[src/rtl/approx_pkg.sv]
// Shared encodings and width helpers for the approximate adder error monitor.
package approx_pkg;

    typedef enum logic [0:0] {
        ST_ACCUM  = 1'b0,
        ST_REPORT = 1'b1
    } state_t;

    // Default datapath geometry.
    localparam int unsigned W_DEF   = 8;
    localparam int unsigned WIN_DEF = 256;

    // Error-count width: must hold the value WIN itself.
    function automatic int unsigned calc_cw(input int unsigned win);
        return $clog2(win + 1);
    endfunction

    // ED-sum width: WIN samples of up to 2^(W+1)-1 each.
    function automatic int unsigned calc_sumw(input int unsigned w, input int unsigned win);
        return w + 1 + $clog2(win);
    endfunction

    // Signed bias width: one sign bit above the ED-sum width.
    function automatic int unsigned calc_biasw(input int unsigned w, input int unsigned win);
        return w + 2 + $clog2(win);
    endfunction

    localparam int unsigned CW    = calc_cw(WIN_DEF);
    localparam int unsigned SUMW  = calc_sumw(W_DEF, WIN_DEF);
    localparam int unsigned BIASW = calc_biasw(W_DEF, WIN_DEF);

endpackage

[src/rtl/approx_err_calc.sv]
// Combinational error evaluation of one approximate-adder sample.
module approx_err_calc
    import approx_pkg::*;
#(
    parameter int unsigned W = 8
) (
    input  logic               i_x_unused_guard,
    input  logic [W-1:0]       i_x,
    input  logic [W-1:0]       i_y,
    input  logic               i_cin,
    input  logic [W-1:0]       i_s,
    input  logic               i_cout,
    output logic [W:0]         o_exact,
    output logic [W:0]         o_ed,
    output logic               o_err,
    output logic signed [W+1:0] o_diff
);

    logic [W:0] w_approx;
    logic       w_unused_guard;

    assign w_unused_guard = i_x_unused_guard;
    assign w_approx = {i_cout, i_s};
    assign o_exact  = {1'b0, i_x} + {1'b0, i_y} + (W+1)'(i_cin);
    // One extra bit so approx-exact never wraps.
    assign o_diff   = $signed({1'b0, w_approx}) - $signed({1'b0, o_exact});
    assign o_ed     = o_diff[W+1] ? (W+1)'(-o_diff) : o_diff[W:0];
    assign o_err    = |o_ed;

endmodule

[src/rtl/approx_err_monitor.sv]
// Windowed error-statistics monitor for the approximate ripple adder.
// Optional macro APPROX_ERR_BIAS_EN builds the signed bias accumulator;
// without it out_bias is tied to zero.
module approx_err_monitor
    import approx_pkg::*;
#(
    parameter int unsigned W   = 8,
    parameter int unsigned WIN = 256
) (
    input  logic                            clk,
    input  logic                            rst,
    input  logic                            clr,
    input  logic                            in_valid,
    output logic                            in_ready,
    input  logic [W-1:0]                    in_x,
    input  logic [W-1:0]                    in_y,
    input  logic                            in_cin,
    input  logic [W-1:0]                    in_s,
    input  logic                            in_cout,
    output logic                            out_valid,
    input  logic                            out_ready,
    output logic [calc_cw(WIN)-1:0]         out_errcnt,
    output logic [calc_sumw(W, WIN)-1:0]    out_edsum,
    output logic [W:0]                      out_edmax,
    output logic [calc_biasw(W, WIN)-1:0]   out_bias
);

    localparam int unsigned ERRCNT_W = calc_cw(WIN);
    localparam int unsigned EDSUM_W  = calc_sumw(W, WIN);
    localparam int unsigned BIAS_W   = calc_biasw(W, WIN);

    state_t                 r_state;
    state_t                 w_state_nxt;
    logic                   r_in_ready;
    logic                   r_out_valid;
    logic [ERRCNT_W-1:0]    r_cnt;
    logic [ERRCNT_W-1:0]    r_errcnt;
    logic [EDSUM_W-1:0]     r_edsum;
    logic [W:0]             r_edmax;
    logic [ERRCNT_W-1:0]    r_out_errcnt;
    logic [EDSUM_W-1:0]     r_out_edsum;
    logic [W:0]             r_out_edmax;

    logic [W:0]             w_exact;
    logic [W:0]             w_ed;
    logic                   w_err;
    logic signed [W+1:0]    w_diff;
    logic                   w_in_fire;
    logic                   w_last;
    logic [ERRCNT_W-1:0]    w_errcnt_upd;
    logic [EDSUM_W-1:0]     w_edsum_upd;
    logic [W:0]             w_edmax_upd;

    approx_err_calc #(.W(W)) u_calc (
        .i_x_unused_guard (1'b0),
        .i_x              (in_x),
        .i_y              (in_y),
        .i_cin            (in_cin),
        .i_s              (in_s),
        .i_cout           (in_cout),
        .o_exact          (w_exact),
        .o_ed             (w_ed),
        .o_err            (w_err),
        .o_diff           (w_diff)
    );

    assign in_ready     = r_in_ready;
    assign out_valid    = r_out_valid;
    assign out_errcnt   = r_out_errcnt;
    assign out_edsum    = r_out_edsum;
    assign out_edmax    = r_out_edmax;

    assign w_in_fire    = in_valid & r_in_ready;
    assign w_last       = w_in_fire && (r_cnt == ERRCNT_W'(WIN - 1));
    assign w_errcnt_upd = r_errcnt + ERRCNT_W'(w_err);
    assign w_edsum_upd  = r_edsum + EDSUM_W'(w_ed);
    assign w_edmax_upd  = (w_ed >= r_edmax) ? w_ed : r_edmax;

    // Next-state: window completion enters REPORT, consumer accept leaves it, clr wins.
    always_comb begin
        w_state_nxt = r_state;
        case (r_state)
            ST_ACCUM:  if (w_last)    w_state_nxt = ST_REPORT;
            ST_REPORT: if (out_ready) w_state_nxt = ST_ACCUM;
            default:                  w_state_nxt = ST_ACCUM;
        endcase
        if (clr) w_state_nxt = ST_ACCUM;
    end

    // State register with handshake flags registered from the next state.
    always_ff @(posedge clk) begin
        if (rst) begin
            r_state     <= ST_ACCUM;
            r_in_ready  <= 1'b1;
            r_out_valid <= 1'b0;
        end else begin
            r_state     <= w_state_nxt;
            r_in_ready  <= (w_state_nxt == ST_ACCUM);
            r_out_valid <= (w_state_nxt == ST_REPORT);
        end
    end

    // Accumulators and record latch; the last sample of a window lands in the record.
    always_ff @(posedge clk) begin
        if (rst || clr) begin
            r_cnt        <= '0;
            r_errcnt     <= '0;
            r_edsum      <= '0;
            r_edmax      <= '0;
            r_out_errcnt <= '0;
            r_out_edsum  <= '0;
            r_out_edmax  <= '0;
        end else if (w_in_fire) begin
            if (w_last) begin
                r_out_errcnt <= w_errcnt_upd;
                r_out_edsum  <= w_edsum_upd;
                r_out_edmax  <= w_edmax_upd;
                r_cnt        <= '0;
                r_errcnt     <= '0;
                r_edsum      <= '0;
                r_edmax      <= '0;
            end else begin
                r_cnt        <= r_cnt + ERRCNT_W'(1);
                r_errcnt     <= w_errcnt_upd;
                r_edsum      <= w_edsum_upd;
                r_edmax      <= w_edmax_upd;
            end
        end
    end

`ifdef APPROX_ERR_BIAS_EN
    logic signed [BIAS_W-1:0] r_bias;
    logic signed [BIAS_W-1:0] r_out_bias;
    logic signed [BIAS_W-1:0] w_bias_upd;
    logic                     w_unused_calc;

    assign w_bias_upd    = r_bias + BIAS_W'(w_diff);
    assign out_bias      = r_out_bias;
    assign w_unused_calc = ^w_exact;

    // Signed bias accumulator, cleared and latched alongside the ED sum.
    always_ff @(posedge clk) begin
        if (rst || clr) begin
            r_bias     <= '0;
            r_out_bias <= '0;
        end else if (w_in_fire) begin
            if (w_last) begin
                r_out_bias <= w_bias_upd;
                r_bias     <= '0;
            end else begin
                r_bias     <= w_bias_upd;
            end
        end
    end
`else
    logic w_unused_calc;

    assign out_bias      = '0;
    assign w_unused_calc = ^{w_exact, w_diff};
`endif

endmodule

[config.mk]
export PLATFORM = sky130hd
export DESIGN_NAME = approx_err_monitor
export DESIGN_NICKNAME = d
export VERILOG_FILES = /design/src/rtl/approx_pkg.sv /design/src/rtl/approx_err_calc.sv /design/src/rtl/approx_err_monitor.sv
export SDC_FILE = /design/constraint.sdc
export NUM_CORES = 1
export LEC_CHECK = 0
export ABC_CLOCK_PERIOD_IN_PS = 8800
export CAP_MARGIN = 20
export CORE_ASPECT_RATIO = 1.5
export CORE_MARGIN = 3
export CORE_UTILIZATION = 45
export CTS_CLUSTER_SIZE = 10
export DETAILED_ROUTE_END_ITERATION = 12
export PLACE_DENSITY_LB_ADDON = 0.12
export SKIP_LAST_GASP = 1
export SLEW_MARGIN = 25
export SYNTH_ARGS = -nofsm -noshare
export SYNTH_HDL_FRONTEND = slang
export SYNTH_SLANG_ARGS = --single-unit
[constraint.sdc]
create_clock -name clk -period 8.8 [get_ports clk]
set_input_delay 1.76 -clock clk [delete_from_list [all_inputs] [get_ports clk]]
set_output_delay 1.76 -clock clk [all_outputs]
set_load 0.02 [all_outputs]
==> impl_metrics.toml <==
[run_status]
outcome = "finished clean"

[yosys]
yosys_warnings = 0
synth-seq-cells = 81
synth.distinct_cells = 59
synthFlopType = "dfxtp_1"
async_reset_ff_frac = 0
synth_edf_count = 0
synth_area_sq_mm = 0.00496
synthCells = 584
synth.avg_cell_area_sq_um = 8.50
synth-seq-area-share = 0.327

[finish]
fin_nets = 719
stdcell_count = 787
area_delta_synth_final_pct = 20.7
n_antenna_cell = 0
layout_common_cells = "81 x dfxtp_1, 67 x clkdlybuf4s50_1, 49 x nor2_1"
final_layout_size_suffix_gt1_frac = 0.0575
layout.cells.most_common = "dfxtp_1"
design_area_sq_mm = 0.00599

[worst_setup_path]
crit_type = "input port to register"
r2r_cells = 10
arrival_ns = 7.78
critPathLaunchType = "input port"
path_max_fanout = 6
critPathRequiredTime_ns = 9.00
r2r_slack_ns = 5.80
crit_path_end_kind = "register"

[routing]
vias = 4242
antenna_left = 0
drc = 0
wl_per_cell_um = 14.4
drt_wl_total_um = 11300
drt_first_iter_violations = 180
dr.pass1.iters = 4
vias_per_cell = 5.39

[sta]
setup_viol = 0
fin_setup_tns_ns = 0
fmax_ghz = 0.132
min_period_over_period = 0.862
relSlewSlack = 0.379
clock_skew_ns = 0.00499
hold_violations = 0
slew_violations = 0
fin_crit_ns = 7.58
rsz0062_at_grt = "false"
tightest_slew_ns = 0.929
fin_ws_ns = 1.22

[clock_network]
post_cts_resized = 0
post_cts_buffers = 0
numClockSinks = 81
clkLatencyLatePin_ns = 0.34
clock_path_buffers = 2
htreeDepth = 3
cts_tree = "built"
cts_hold_buf = 0
cts_root_buffer = "clkbuf_16"
clk_pin_slew_worst_paths_ns = 0.06
cts_buffers = 9

[global_routing]
gr-usage-all-layers = 0.189
overflow = 0
grt_max_degree = 40
antenna_found_initial = 0
grt_pass1_vias = 4186
grt_pass1_wl_um = 19000

[pwr]
p_per_area_mw_per_mm2 = 255
ir_worst_vdd_mv = 0.123
power_mw = 1.53
p_leak_nw = 2.33

[worst_hold_path]
min_path_cells = 2
hp-class = "register to register"

[floorplanning]
die_h_um = 135
start_util = 0.466
dieWidth_um = 91.8
core_area_sq_mm = 0.0106
fp.dieArea_sq_mm = 0.0124
rows = 46
io_pins = 86

[placement]
dpl_cell_area_sq_mm = 0.00567
placed_cells = 772
port_buffers = 67
place_ws_ns = 0.878
hpwl_um = 8610
gp_congestion = 0.851

[job]
drv_cap = 0
-- through the flow --
stage                     hold WS, ns   util
after floorplan                 0.450      -
after global placement          0.434  0.533
after detailed placement        0.441  0.533
after CTS                       0.454  0.563
after global routing            0.476  0.563
final                           0.448  0.563
-- layout make-up --
type	instances	area (sq um)
sequential	81	1620
timing repair buffer	73	716
multi-input combinational	433	3000
clock buffer	10	239
tap	144	180
fill	991	4650
inverter	41	154
clock inverter	5	80.1
-- flip-flops by register name (all words and copies together) (netlist names) --
| register | count |
|---|---|
| r_errcnt | 9 |
| out_edsum | 17 |
| out_valid | 1 |
| in_ready | 1 |
| r_cnt | 9 |
| out_edmax | 9 |
| r_edmax | 9 |
| out_errcnt | 9 |
| r_edsum | 17 |
-- worst paths after layout --
check	end	from
setup / recovery	r_errcnt[8]$_SDFFE_PP0P_	in_y[0]
setup reg to reg	out_edmax[3]$_SDFFE_PP0P_	r_edmax[0]$_SDFFE_PP0P_
hold / removal	out_edsum[13]$_SDFFE_PP0P_	out_edsum[13]$_SDFFE_PP0P_
hold reg to reg	out_edsum[13]$_SDFFE_PP0P_	out_edsum[13]$_SDFFE_PP0P_
-- critical path: stages --
cell and delay [ns]:
clkdlybuf4s50_1 0.41, ha_1 0.31, fa_1 0.48, inv_1 0.05, fa_1 0.43, fa_1 0.45, a211oi_1 0.32, o21ai_0 0.23
a221oi_1 0.49, nor2_1 0.12, a22oi_2 0.22, xor2_2 0.18, or4_1 0.51, or4_1 0.46, ha_1 0.24, ha_1 0.23
and3_1 0.28, nand3_1 0.13, xor2_1 0.25, nor2_1 0.06, a21oi_1 0.12, nor2_1 0.05
-- Yosys cell counts, types with 10 or more instances --
library cell  number  share of area
dfxtp_1           81           0.33
nor2_1            49          0.037
inv_1             41          0.031
nand2_1           41          0.031
a21oi_1           40          0.040
ha_1              39          0.098
o21ai_0           39          0.039
nand3_1           27          0.027
clkbuf_1          24          0.018
xnor2_1           20          0.035
buf_4             19          0.029
xor2_1            15          0.026
a22o_1            13          0.023
a22oi_1           13          0.020
and3_1            12          0.015
fa_1              10          0.040
-- power breakdown --
part | total (mW) | internal, mW | leakage, nW | switching [mW]
logic | 0.729 | 0.283 | 1.52 | 0.445
clock network | 0.399 | 0.254 | 0.151 | 0.145
registers | 0.398 | 0.385 | 0.654 | 0.0130
total | 1.53 | 0.923 | 2.33 | 0.603
-- metal layers --
metal | global-route usage | up-vias | wire length (um)
met5 | 0 | - | 0
met4 | 0.102 | 0 | 342
met3 | 0.0329 | 20 | 439
met2 | 0.360 | 100 | 6230
met1 | 0.192 | 1999 | 4330
li1 | - | 2123 | -
-- cells by family after synthesis --
kind of cell    after synthesis  synth area share
other cells                   1          0.000756
fa+ha+maj                    49             0.139
mux                           2           0.00403
simple gates                170             0.162
compound gates              157             0.218
xor+xnor                     37            0.0683
buf+inv                      87            0.0819
flops                        81             0.327
Note: power is estimated with default switching activity, not from simulation.
